==> config.mk <==
export PLATFORM = sky130hd
export DESIGN_NAME = hazard_forward_unit
export DESIGN_NICKNAME = d
export VERILOG_FILES = /design/src/rtl/hazard_forward_unit.sv
export SDC_FILE = /design/constraint.sdc
export NUM_CORES = 1
export LEC_CHECK = 0
export BUFFER_PORTS_ARGS = -buffer_cell sky130_fd_sc_hd__buf_4
export CELL_PAD_IN_SITES_DETAIL_PLACEMENT = 0
export CELL_PAD_IN_SITES_GLOBAL_PLACEMENT = 2
export CORE_MARGIN = 2
export CORE_UTILIZATION = 32
export DETAILED_ROUTE_END_ITERATION = 8
export PLACE_DENSITY_LB_ADDON = 0.1
export SLEW_MARGIN = 20
export SYNTH_ARGS = -nofsm -noshare
export SYNTH_HDL_FRONTEND = slang
export SYNTH_SLANG_ARGS = --single-unit
==> constraint.sdc <==
create_clock -name clk -period 3.92 [get_ports clk]
set_clock_uncertainty 0.05 [all_clocks]
set_input_delay 0.392 -clock clk [delete_from_list [all_inputs] [get_ports clk]]
set_output_delay 0.392 -clock clk [all_outputs]
set_load 0.02 [all_outputs]
==> src/rtl/hazard_forward_unit.sv <==
// hazard_forward_unit
//   Operand forwarding selector and hazard detector between decode and the EX operand muxes.
//   Tracks in-flight long-latency ops in a small scoreboard so that dependent instructions
//   are held in decode until the long unit can forward the result directly.
//
// Optional build macro: HAZARD_PERF_EN adds saturating stall-cycle counters. Without it the
//   counter outputs are tied to zero and no counter flops exist.
//
// Ports:
//   clk, rst_n            clock, asynchronous active-low reset
//   id_src_vec/used       decode-stage source registers and per-slot "read" flags
//   id_regwrite/dest_reg  decode instruction writes RF / its destination
//   id_long_issue         decode instruction is a long-latency op
//   flush                 squash decode instruction (masks stalls and allocation)
//   id_ex_memread/dest    EX instruction is a load / its destination
//   ex_src_vec            EX-stage source registers to forward
//   ex_mem_*              MEM-stage write / store info
//   mem_wb_*              WB-stage write info
//   forward_sel           per-slot mux: 00 RF, 01 EX/MEM, 10 MEM/WB, 11 long unit
//   forward_mem           01 = WB-to-MEM store-data bypass
//   stall_if_id           hold PC and IF/ID
//   bubble_id_ex          insert NOP into ID/EX
//   sb_full               every scoreboard entry is valid
//   stall_loaduse_cnt     load-use stall cycles (HAZARD_PERF_EN)
//   stall_long_cnt        scoreboard stall cycles (HAZARD_PERF_EN)
module hazard_forward_unit #(
    parameter int unsigned REG_ADDR = 5,
    parameter int unsigned NUM_SRC  = 2,
    parameter int unsigned LONG_LAT = 4,
    parameter int unsigned SB_DEPTH = 4
) (
    input  logic                        clk,
    input  logic                        rst_n,
    input  logic [NUM_SRC*REG_ADDR-1:0] id_src_vec,
    input  logic [NUM_SRC-1:0]          id_src_used,
    input  logic                        id_regwrite,
    input  logic [REG_ADDR-1:0]         id_dest_reg,
    input  logic                        id_long_issue,
    input  logic                        flush,
    input  logic                        id_ex_memread,
    input  logic [REG_ADDR-1:0]         id_ex_dest_reg,
    input  logic [NUM_SRC*REG_ADDR-1:0] ex_src_vec,
    input  logic                        ex_mem_regwrite,
    input  logic [REG_ADDR-1:0]         ex_mem_dest_reg,
    input  logic                        ex_mem_writemem,
    input  logic [REG_ADDR-1:0]         ex_mem_store_src,
    input  logic                        mem_wb_regwrite,
    input  logic [REG_ADDR-1:0]         mem_wb_dest_reg,
    output logic [2*NUM_SRC-1:0]        forward_sel,
    output logic [1:0]                  forward_mem,
    output logic                        stall_if_id,
    output logic                        bubble_id_ex,
    output logic                        sb_full,
    output logic [15:0]                 stall_loaduse_cnt,
    output logic [15:0]                 stall_long_cnt
);

    localparam int unsigned CNT_W = $clog2(LONG_LAT + 1);
    localparam logic [CNT_W-1:0] CNT_INIT = CNT_W'(LONG_LAT);

    // Scoreboard state
    logic [SB_DEPTH-1:0]               sb_valid_q, sb_valid_d;
    logic [SB_DEPTH-1:0][REG_ADDR-1:0] sb_dest_q, sb_dest_d;
    logic [SB_DEPTH-1:0][CNT_W-1:0]    sb_cnt_q, sb_cnt_d;

    logic [SB_DEPTH-1:0] alloc_sel;
    logic                alloc_en;

    logic hz_loaduse, hz_raw_long, hz_waw, hz_struct;
    logic stall_loaduse, stall_long;

    assign sb_full = &sb_valid_q;

    // ------------------------------------------------------------------
    // Decode-stage hazard detection
    // ------------------------------------------------------------------
    always_comb begin
        hz_loaduse  = 1'b0;
        hz_raw_long = 1'b0;
        hz_waw      = 1'b0;
        for (int s = 0; s < NUM_SRC; s++) begin
            if (id_src_used[s] && (id_src_vec[s*REG_ADDR +: REG_ADDR] != '0)) begin
                if (id_ex_memread && (id_ex_dest_reg == id_src_vec[s*REG_ADDR +: REG_ADDR])) begin
                    hz_loaduse = 1'b1;
                end
                // Count >= 3: the long result cannot reach the EX forward path in time yet.
                for (int e = 0; e < SB_DEPTH; e++) begin
                    if (sb_valid_q[e] && (sb_dest_q[e] == id_src_vec[s*REG_ADDR +: REG_ADDR]) &&
                        (sb_cnt_q[e] >= CNT_W'(3))) begin
                        hz_raw_long = 1'b1;
                    end
                end
            end
        end
        // Count >= 2: a younger write would otherwise be overtaken by the long result.
        if (id_regwrite && (id_dest_reg != '0)) begin
            for (int e = 0; e < SB_DEPTH; e++) begin
                if (sb_valid_q[e] && (sb_dest_q[e] == id_dest_reg) &&
                    (sb_cnt_q[e] >= CNT_W'(2))) begin
                    hz_waw = 1'b1;
                end
            end
        end
    end

    assign hz_struct     = id_long_issue && sb_full;
    assign stall_loaduse = hz_loaduse && !flush;
    assign stall_long    = (hz_raw_long || hz_waw || hz_struct) && !flush;
    assign stall_if_id   = stall_loaduse || stall_long;
    assign bubble_id_ex  = stall_if_id;

    // ------------------------------------------------------------------
    // EX operand forwarding
    // ------------------------------------------------------------------
    always_comb begin
        forward_sel = '0;
        for (int s = 0; s < NUM_SRC; s++) begin
            if (ex_src_vec[s*REG_ADDR +: REG_ADDR] != '0) begin
                if (ex_mem_regwrite &&
                    (ex_mem_dest_reg == ex_src_vec[s*REG_ADDR +: REG_ADDR])) begin
                    forward_sel[2*s +: 2] = 2'b01;
                end else begin
                    for (int e = 0; e < SB_DEPTH; e++) begin
                        if (sb_valid_q[e] && (sb_cnt_q[e] == CNT_W'(1)) &&
                            (sb_dest_q[e] == ex_src_vec[s*REG_ADDR +: REG_ADDR])) begin
                            forward_sel[2*s +: 2] = 2'b11;
                        end
                    end
                    if ((forward_sel[2*s +: 2] == 2'b00) && mem_wb_regwrite &&
                        (mem_wb_dest_reg == ex_src_vec[s*REG_ADDR +: REG_ADDR])) begin
                        forward_sel[2*s +: 2] = 2'b10;
                    end
                end
            end
        end
    end

    assign forward_mem = (mem_wb_regwrite && ex_mem_writemem && (mem_wb_dest_reg != '0) &&
                          (mem_wb_dest_reg == ex_mem_store_src)) ? 2'b01 : 2'b00;

    // ------------------------------------------------------------------
    // Scoreboard allocation and countdown
    // ------------------------------------------------------------------
    // Descending scan so the lowest free index wins.
    always_comb begin
        alloc_sel = '0;
        for (int e = SB_DEPTH - 1; e >= 0; e--) begin
            if (!sb_valid_q[e]) begin
                alloc_sel    = '0;
                alloc_sel[e] = 1'b1;
            end
        end
    end

    assign alloc_en = id_long_issue && !stall_if_id && !flush && (id_dest_reg != '0);

    // An entry retiring this cycle is still valid, so it is never picked by alloc_sel.
    always_comb begin
        sb_valid_d = sb_valid_q;
        sb_dest_d  = sb_dest_q;
        sb_cnt_d   = sb_cnt_q;
        for (int e = 0; e < SB_DEPTH; e++) begin
            if (sb_valid_q[e]) begin
                sb_cnt_d[e] = sb_cnt_q[e] - CNT_W'(1);
                if (sb_cnt_q[e] == CNT_W'(1)) begin
                    sb_valid_d[e] = 1'b0;
                end
            end
            if (alloc_en && alloc_sel[e]) begin
                sb_valid_d[e] = 1'b1;
                sb_dest_d[e]  = id_dest_reg;
                sb_cnt_d[e]   = CNT_INIT;
            end
        end
    end

    always_ff @(posedge clk or negedge rst_n) begin
        if (!rst_n) begin
            sb_valid_q <= '0;
            sb_dest_q  <= '0;
            sb_cnt_q   <= '0;
        end else begin
            sb_valid_q <= sb_valid_d;
            sb_dest_q  <= sb_dest_d;
            sb_cnt_q   <= sb_cnt_d;
        end
    end

    // ------------------------------------------------------------------
    // Stall performance counters
    // ------------------------------------------------------------------
`ifdef HAZARD_PERF_EN
    logic [15:0] lu_cnt_q, long_cnt_q;

    always_ff @(posedge clk or negedge rst_n) begin
        if (!rst_n) begin
            lu_cnt_q   <= '0;
            long_cnt_q <= '0;
        end else begin
            if (stall_loaduse && (lu_cnt_q != 16'hFFFF)) begin
                lu_cnt_q <= lu_cnt_q + 16'd1;
            end
            if (stall_long && (long_cnt_q != 16'hFFFF)) begin
                long_cnt_q <= long_cnt_q + 16'd1;
            end
        end
    end

    assign stall_loaduse_cnt = lu_cnt_q;
    assign stall_long_cnt    = long_cnt_q;
`else
    assign stall_loaduse_cnt = 16'h0000;
    assign stall_long_cnt    = 16'h0000;
`endif

endmodule

# ---- Word-level counts from Yosys, hierarchy flattened
# Index checks and enable logic that the tools add are counted.
dict set report word_totals {
  register_bits 36
  inputBits 56
}
dict set report classes {
  n_reduce_logical 78
  n_eq_ne 31
  muxes 62
  n_lt_le_gt_ge 8
  addsub 4
}
# operator n
set op_table {}
lappend op_table {{$eq 5x5->1} 27}
lappend op_table {{$logic_and 1x1->1} 60}
lappend op_table {{$mux 2} 18}
lappend op_table {{$mux 1} 32}
lappend op_table {{$reduce_bool 5->1} 6}
lappend op_table {{$ge 3x2->1 const B} 8}
lappend op_table {{$mux 3} 8}
lappend op_table {{$mux 4} 4}
lappend op_table {{$eq 3x1->1 const B} 4}
lappend op_table {{$sub 3x1->3 const B} 4}
lappend op_table {{$reduce_bool 2->1} 4}
lappend op_table {{$logic_not 2->1} 2}
lappend op_table {{$reduce_and 4->1} 1}
lappend op_table {{$logic_or 1x1->1} 3}
lappend op_table {{$logic_not 1->1} 2}

# ---- Longest topological paths before layout
# Gate-level depths: netlist (run 1).
dict set report logic_depth {
  depth_word 23
  mapped_depth 10
  ltp_nobuf 9
}

# ---- Least setup slack after synthesis (run 1)
# OpenSTA, ideal clock, no wires.
dict set report synth_path {
  path_kind {reg2reg}
  from {register sb_cnt_q[6] (netlist name)}
  to {register sb_dest_q[15] (netlist name)}
  stages_incl_launch_ff 10
  path_buffers 1
  period_less_slack_ns 3.039
  setup_slack_ns 0.881
  required_time_ns 3.745
  arrival_time_ns 2.864
  path_cell_list {dfrtp_1 > ha_1 > a211o_1 > nand2_1 > nor4_1 > or4_1 > a311o_1 > or4_4 > buf_6 > mux2_4}
}
dict set report synth_via {
  elab_chain_cells 19
  elab_cells_between_ends 25
  classes_between {order compare: 2; mux: 11; reduce/logical: 12}
}
# item line_no
set synth_rtl {}
lappend synth_rtl {{start, declared} 64} ;# logic [SB_DEPTH-1:0][CNT_W-1:0] sb_cnt_q, sb_cnt_d;
lappend synth_rtl {{start signal, assigned} 185} ;# sb_cnt_q <= sb_cnt_d;
lappend synth_rtl {{$ge 3x2->1} 89} ;# (sb_cnt_q[e] >= CNT_W'(3))) begin
lappend synth_rtl {{$logic_and 1x1->1} 88} ;# if (sb_valid_q[e] && (sb_dest_q[e] == id_src_vec[s*REG_ADDR +: REG_ADDR]) &&
lappend synth_rtl {{$mux 1 (2 in a row)} 88}
lappend synth_rtl {{$mux 1} 82} ;# if (id_src_used[s] && (id_src_vec[s*REG_ADDR +: REG_ADDR] != '0)) begin
lappend synth_rtl {{$mux 1 (4 in a row)} 88}
lappend synth_rtl {{$mux 1} 82}
lappend synth_rtl {{$logic_or 1x1->1 (*) (2 in a row)} 108} ;# assign stall_long = (hz_raw_long || hz_waw || hz_struct) && !flush;
lappend synth_rtl {{$logic_and 1x1->1 (*)} 108}
lappend synth_rtl {{$logic_or 1x1->1 (*)} 109} ;# assign stall_if_id = stall_loaduse || stall_long;
lappend synth_rtl {{$logic_not 1->1 (*)} 155} ;# assign alloc_en = id_long_issue && !stall_if_id && !flush && (id_dest_reg != '0);
lappend synth_rtl {{$logic_and 1x1->1 (*) (3 in a row)} 155}
lappend synth_rtl {{$logic_and 1x1->1 (*)} 169} ;# if (alloc_en && alloc_sel[e]) begin
lappend synth_rtl {{end signal, assigned} 184} ;# sb_dest_q <= sb_dest_d;
lappend synth_rtl {{end, declared} 63} ;# logic [SB_DEPTH-1:0][REG_ADDR-1:0] sb_dest_q, sb_dest_d;
# Every way passes the cells marked *; elsewhere a longest branch is shown, timed or not.
# A chain may end at the register's enable or synchronous reset.

# ---- Worst setup path in the final report (run 1)
# Same ends and word-level chain as after synthesis.

==> results of run 1 <==
metrics by stage:
| step | hold WS, ns | std cells | util (%) | cell area (um^2) | total power [W] |
|---|---|---|---|---|---|
| after floorplan | 0.0464 | 483 | - | 4090 | 0.00200 |
| after global placement | 0.339 | 633 | 35.5 | 4280 | 0.00225 |
| after detailed placement | 0.343 | 633 | 35.5 | 4280 | 0.00227 |
| after CTS | 0.0361 | 641 | 36.9 | 4450 | 0.00274 |
| after global routing | 0.0534 | 641 | 36.9 | 4450 | 0.00296 |
| final | 0.0252 | 641 | 36.9 | 4450 | 0.00271 |
layout make-up:
| cell class | instances | area (um^2) |
|---|---|---|
| inverter | 13 | 48.8 |
| tap | 168 | 210 |
| timing repair buffer | 65 | 488 |
| clock buffer | 5 | 125 |
| sequential | 36 | 901 |
| clock inverter | 3 | 42.5 |
| fill | 1247 | 7620 |
| multi-input combinational | 351 | 2630 |
power by group:
group	switching, W	internal (W)	total, W
Clock	0.000160	0.000299	0.000459
Combinational	0.000564	0.000672	0.00124
Sequential	0.000460	0.000557	0.00102
Total	0.00118	0.00153	0.00271
cell families after synthesis:
kind of cell / Yosys count / share of synthesized area [%]
xor gates and xnor gates: 138 / 30.5
and+or+nand+nor: 106 / 14.7
buffers and inverters: 96 / 14.0
AOI/OAI and AO/OA: 38 / 6.78
DFF: 36 / 22.7
muxes: 20 / 6.15
adders and majority gates: 16 / 5.05
other: 1 / 0.0946
flip-flops by register name, indices dropped and copies added, names as in the netlist:
| name | cells |
|---|---|
| sb_cnt_q | 12 |
| sb_dest_q | 20 |
| sb_valid_q | 4 |
critical path, delay by kind of cell (launching register included):
kind / cells / cell delay (ns)
muxes: 1 / 0.33
AOI/OAI and AO/OA: 2 / 0.76
and+or+nand+nor: 4 / 1.39
DFF: 1 / 0.42
adders and majority gates: 1 / 0.21
how the worst max path moves through the flow:
stage	from	end	slack (ns)
floorplan	sb_cnt_q[6]	sb_dest_q[15]	0.88
global placement	sb_cnt_q[6]	sb_dest_q[19]	0.66
detailed placement	sb_cnt_q[6]	sb_dest_q[15]	0.63
CTS	sb_cnt_q[6]	sb_dest_q[15]	0.60
global route	sb_cnt_q[6]	sb_dest_q[13]	0.47
finish	sb_cnt_q[6]	sb_dest_q[15]	0.62
per-layer routing:
layer	routed length, um	GRT usage, %	up-vias
li1	-	-	1471
met1	4990	22.3	1420
met2	5450	28.8	71
met3	403	1.79	10
met4	128	5.46	0
met5	0	0	-
cell usage after synthesis, types with 5 or more instances:
cell type,number,area [um^2]
mux2_4,5,75.1
dfrtp_1,36,901
or4_1,9,67.6
nor2_1,8,30.0
buf_4,40,300
clkbuf_1,13,48.8
nor3_1,12,60.1
buf_2,29,145
nor4_1,21,131
mux2_2,15,169
o21ai_0,9,45.0
ha_1,16,200
nand2_1,23,86.3
o22ai_1,5,31.3
nand3_1,14,70.1
xor2_1,80,701
xnor2_1,58,508
inv_1,13,48.8
==> results.cfg, run 1 <==
[run_status]
status = finished clean

[sta]
max_slew_margin_pct = 50.9
setup_slack_ns = 0.620
setup_viol = 0
fin_crit_sh_pct = 84.2
grt_setup_unrepaired = no
timing.final.max_slew_violations = 0
timing.setup.tns_ns = 0
tightestPinTransition_ns = 0.729
period_needed_ns = 3.30
hold_violations = 0
max_freq_mhz = 303

[clock_network]
cts_max_level = 2
postCtsSetupBuffers = 0
root_buffer = clkbuf_16
cts-resized-gates = 0
cts_tree = built
clock_latency_ns = 0.28
hold_buffers = 0
clk_pin_slew_ns = 0.06
cts_sinks = 36
cts_max_path_buffers = 2
numCtsBuffers = 5

[power_and_ir_drop]
power_density_nw_per_um2 = 610
leakage_nw = 1.95
vdd_drop_max_uv = 313

[detailed_routing]
routed_wl_um = 11000
first_iter_violations = 96
wl_per_cell_um = 17.1
ant_nets = 0
drc_errors = 0
vias = 2972
viasPerCell = 4.64
dr.pass1.iters = 4

[worst_setup_path]
r2r_slack_ns = 0.62
reg2reg_from = sb_cnt_q[6]
crit_type = flop to flop
crit_slowest_cell = or4_4
worstPathCellList = ha_1 -> a211o_1 -> nand2_1 -> nor4_1 -> or4_1 -> a311o_1 -> or4_4 -> mux2_4
critPathMaxStageDelay_ns = 0.66
cp.arrival_ns = 3.42
cp-start-kind = flop
path_max_fanout = 9
cp.required_ns = 4.04
r2r_cells = 8
critPathCaptureType = flop
r2r-end = sb_dest_q[15]

[global_routing]
grt_pass1_wl_um = 17100
antenna_found_initial = 0
gr-usage-all-layers_pct = 16.9
grt_overflow = 0
grt_max_degree = 37
grt_pass1_vias = 3043

[floorplan]
die-area_um2 = 13300
core_um2 = 12100
die_y_um = 115
ios = 97
rows = 40
start_util_pct = 32.9
die_w_um = 115

[placement]
io_buffers = 63
dp_hpwl_um = 8550
place_congestion = 0.805
post-place-ws_ns = 0.631

[synth]
syn_avg_cell_area_um2 = 8.79
yosysWarnings = 0
ys.flop_type = dfrtp_1
netlist_area_um2 = 3970
postSynth.asyncResetShare_pct = 100
synth_seq_cells = 36
synthCells = 451
synth_cell_types = 44
synth-edff-count = 0
synth_seq_area_share_pct = 22.7

[layout]
syn2layout_area_growth_pct = 12.1
final_common_cell = xor2_1
nets = 544
n_antenna_cell = 0
layout_common_cells = 80 x xor2_1, 65 x buf_4, 58 x xnor2_1
drive_above_1_share_pct = 20.7

[run]
cap_violations = 0

[hold_path]
hold_path_class = input port to async pin
(Power assumes the default switching activity.)
==> run 2, diff against run 1 <==
==> constraint.sdc (replaced) <==
create_clock -name clk -period 3.3 [get_ports clk]
set_clock_uncertainty 0.05 [all_clocks]
set_input_delay 0.33 -clock clk [delete_from_list [all_inputs] [get_ports clk]]
set_output_delay 0.33 -clock clk [all_outputs]
set_load 0.02 [all_outputs]
==> run 2 against run 1 <==
Effect of this change: wire length up 0.60%; sequential share of layout area down 0.18 points; die area unchanged; clock power up 20%; critical path type is now flop to output port; critical endpoint is now stall_if_id; largest power group unchanged.
==> results.cfg, run 2 (synthesis results as in run 1) <==
[detailed_routing]
viasPerCell = 4.65
ant_nets = 0
first_iter_violations = 104
vias = 3003
drc_errors = 0
dr.pass1.iters = 4
routed_wl_um = 11000
wl_per_cell_um = 17.1

[floorplan]
die-area_um2 = 13300
die_y_um = 115
core_um2 = 12100
rows = 40
start_util_pct = 32.9
ios = 97
die_w_um = 115

[sta]
timing.setup.tns_ns = 0
max_slew_margin_pct = 62.9
fin_crit_sh_pct = 96.3
setup_viol = 0
period_needed_ns = 3.18
grt_setup_unrepaired = no
max_freq_mhz = 315
tightestPinTransition_ns = 0.551
timing.final.max_slew_violations = 0
holdWs_ns = 0.353
hold_violations = 0
setup_slack_ns = 0.122

[layout]
nets = 549
top_regs = sb_dest_q: 20 flops, sb_cnt_q: 12 flops, sb_valid_q: 4 flops
layout_common_cells = 80 x xor2_1, 69 x buf_4, 58 x xnor2_1
syn2layout_area_growth_pct = 13.1
largest_register_ffs = 20
fillers = 1229
n_antenna_cell = 0
final_common_cell = xor2_1
regMostFlops = sb_dest_q
final_cell_area_um2 = 4490
drive_above_1_share_pct = 21.3
multi_input_area_um2 = 2630
seqCellArea_um2 = 901

[worst_setup_path]
r2r_slack_ns = 0.15
crit_type = flop to output port
r2r_cells = 8
cp.arrival_ns = 2.80
critPathCaptureType = output port
cp-start-kind = flop
crit_path_start = sb_cnt_q[6]
r2r-end = sb_dest_q[15]
cp.required_ns = 2.92
reg2reg_from = sb_cnt_q[6]
path_max_fanout = 7

[hold_path]
hold_path_end = sb_dest_q[18]
hp-start = id_dest_reg[3]
hold_path_depth = 2
hold_path_class = input port to flop

[placement]
postPlaceCellArea_um2 = 4310
post-place-ws_ns = 0.154
dp_hpwl_um = 8620
place_congestion = 0.843
io_buffers = 63

[global_routing]
gr-usage-all-layers_pct = 17.1
antenna_found_initial = 0
grt_pass1_wl_um = 17300
grt_overflow = 0
grt_max_degree = 37
grt_pass1_vias = 3108

[power_and_ir_drop]
p_int_w = 0.00183
pwr-share-seq_pct = 37.1
vdd_drop_max_uv = 353
swShare_pct = 43.6
power_density_nw_per_um2 = 724
leakage_nw = 1.97
finalPower_w = 0.00325
power.switching_w = 0.00142
power_frac_comb_pct = 46.0
p_clk_share_pct = 16.9

[clock_network]
cts_max_path_buffers = 2
numCtsBuffers = 5
cts-resized-gates = 0
root_buffer = clkbuf_16
cts_sinks = 36
clock_latency_ns = 0.29
clk_pin_slew_ns = 0.06
cts_max_level = 2
cts_tree = built

[run_status]
status = finished clean

[run]
cap_violations = 0
==> run 2: changes by cell type in the layout (fill, tap and decap cells not counted) <==
cell,change
dlygate4sd3_1,+1
buf_4,+4
==> run 2: per-layer routing <==
layer  GRT usage, %  wire, um
met3           2.11       403
met1           22.3      4990
met4           6.43       276
met5              0         0
met2           28.8      5370
==> run 2: layout make-up <==
cell class | instances | area share [%]
multi-input combinational | 351 | 58.6
sequential | 36 | 20.1
timing repair buffer | 70 | 11.8
tap | 168 | 4.69
clock buffer | 5 | 2.79
inverter | 13 | 1.09
clock inverter | 3 | 0.948
==> run 2: critical path, cell delays in order, from the launching register on <==
cell and delay, ns:
dfrtp_1 0.43, ha_1 0.22, a211o_1 0.27, nand2_1 0.13, nor4_1 0.08, or4_1 0.52, a311o_1 0.39, buf_4 0.18
nor2b_1 0.14, buf_4 0.15
==> run 2: worst max-delay path by stage <==
stage                     to  depth (start not counted)  slack, ns
6_report         stall_if_id                          9       0.12
5_1_grt        sb_dest_q[13]                         10      0.001
4_1_cts          stall_if_id                          9       0.11
3_5_place_dp   sb_dest_q[17]                          8       0.15
3_3_place_gp   sb_dest_q[15]                          8       0.18
2_1_floorplan  sb_dest_q[15]                          9       0.26
==> run 2: power groups by stage <==
stage	clock, W	combinational, W	sequential (W)
floorplan	0	0.00160	0.000777
global placement	0	0.00148	0.00121
detailed placement	0	0.00151	0.00121
CTS	0.000563	0.00152	0.00120
global route	0.000587	0.00170	0.00127
finish	0.000549	0.00149	0.00120
==> run 2: repair_timing <==
item                      4_1_cts  5_1_grt
hold buffers                    1        0
hold endpoints to repair       36        0
setup buffers                   0        0
==> run 2: through the flow <==
step	cells	utilization, %
2_1_floorplan	483	-
3_3_place_gp	637	35.7
3_5_place_dp	637	35.7
4_1_cts	646	37.2
5_1_grt	646	37.2
6_report	646	37.2
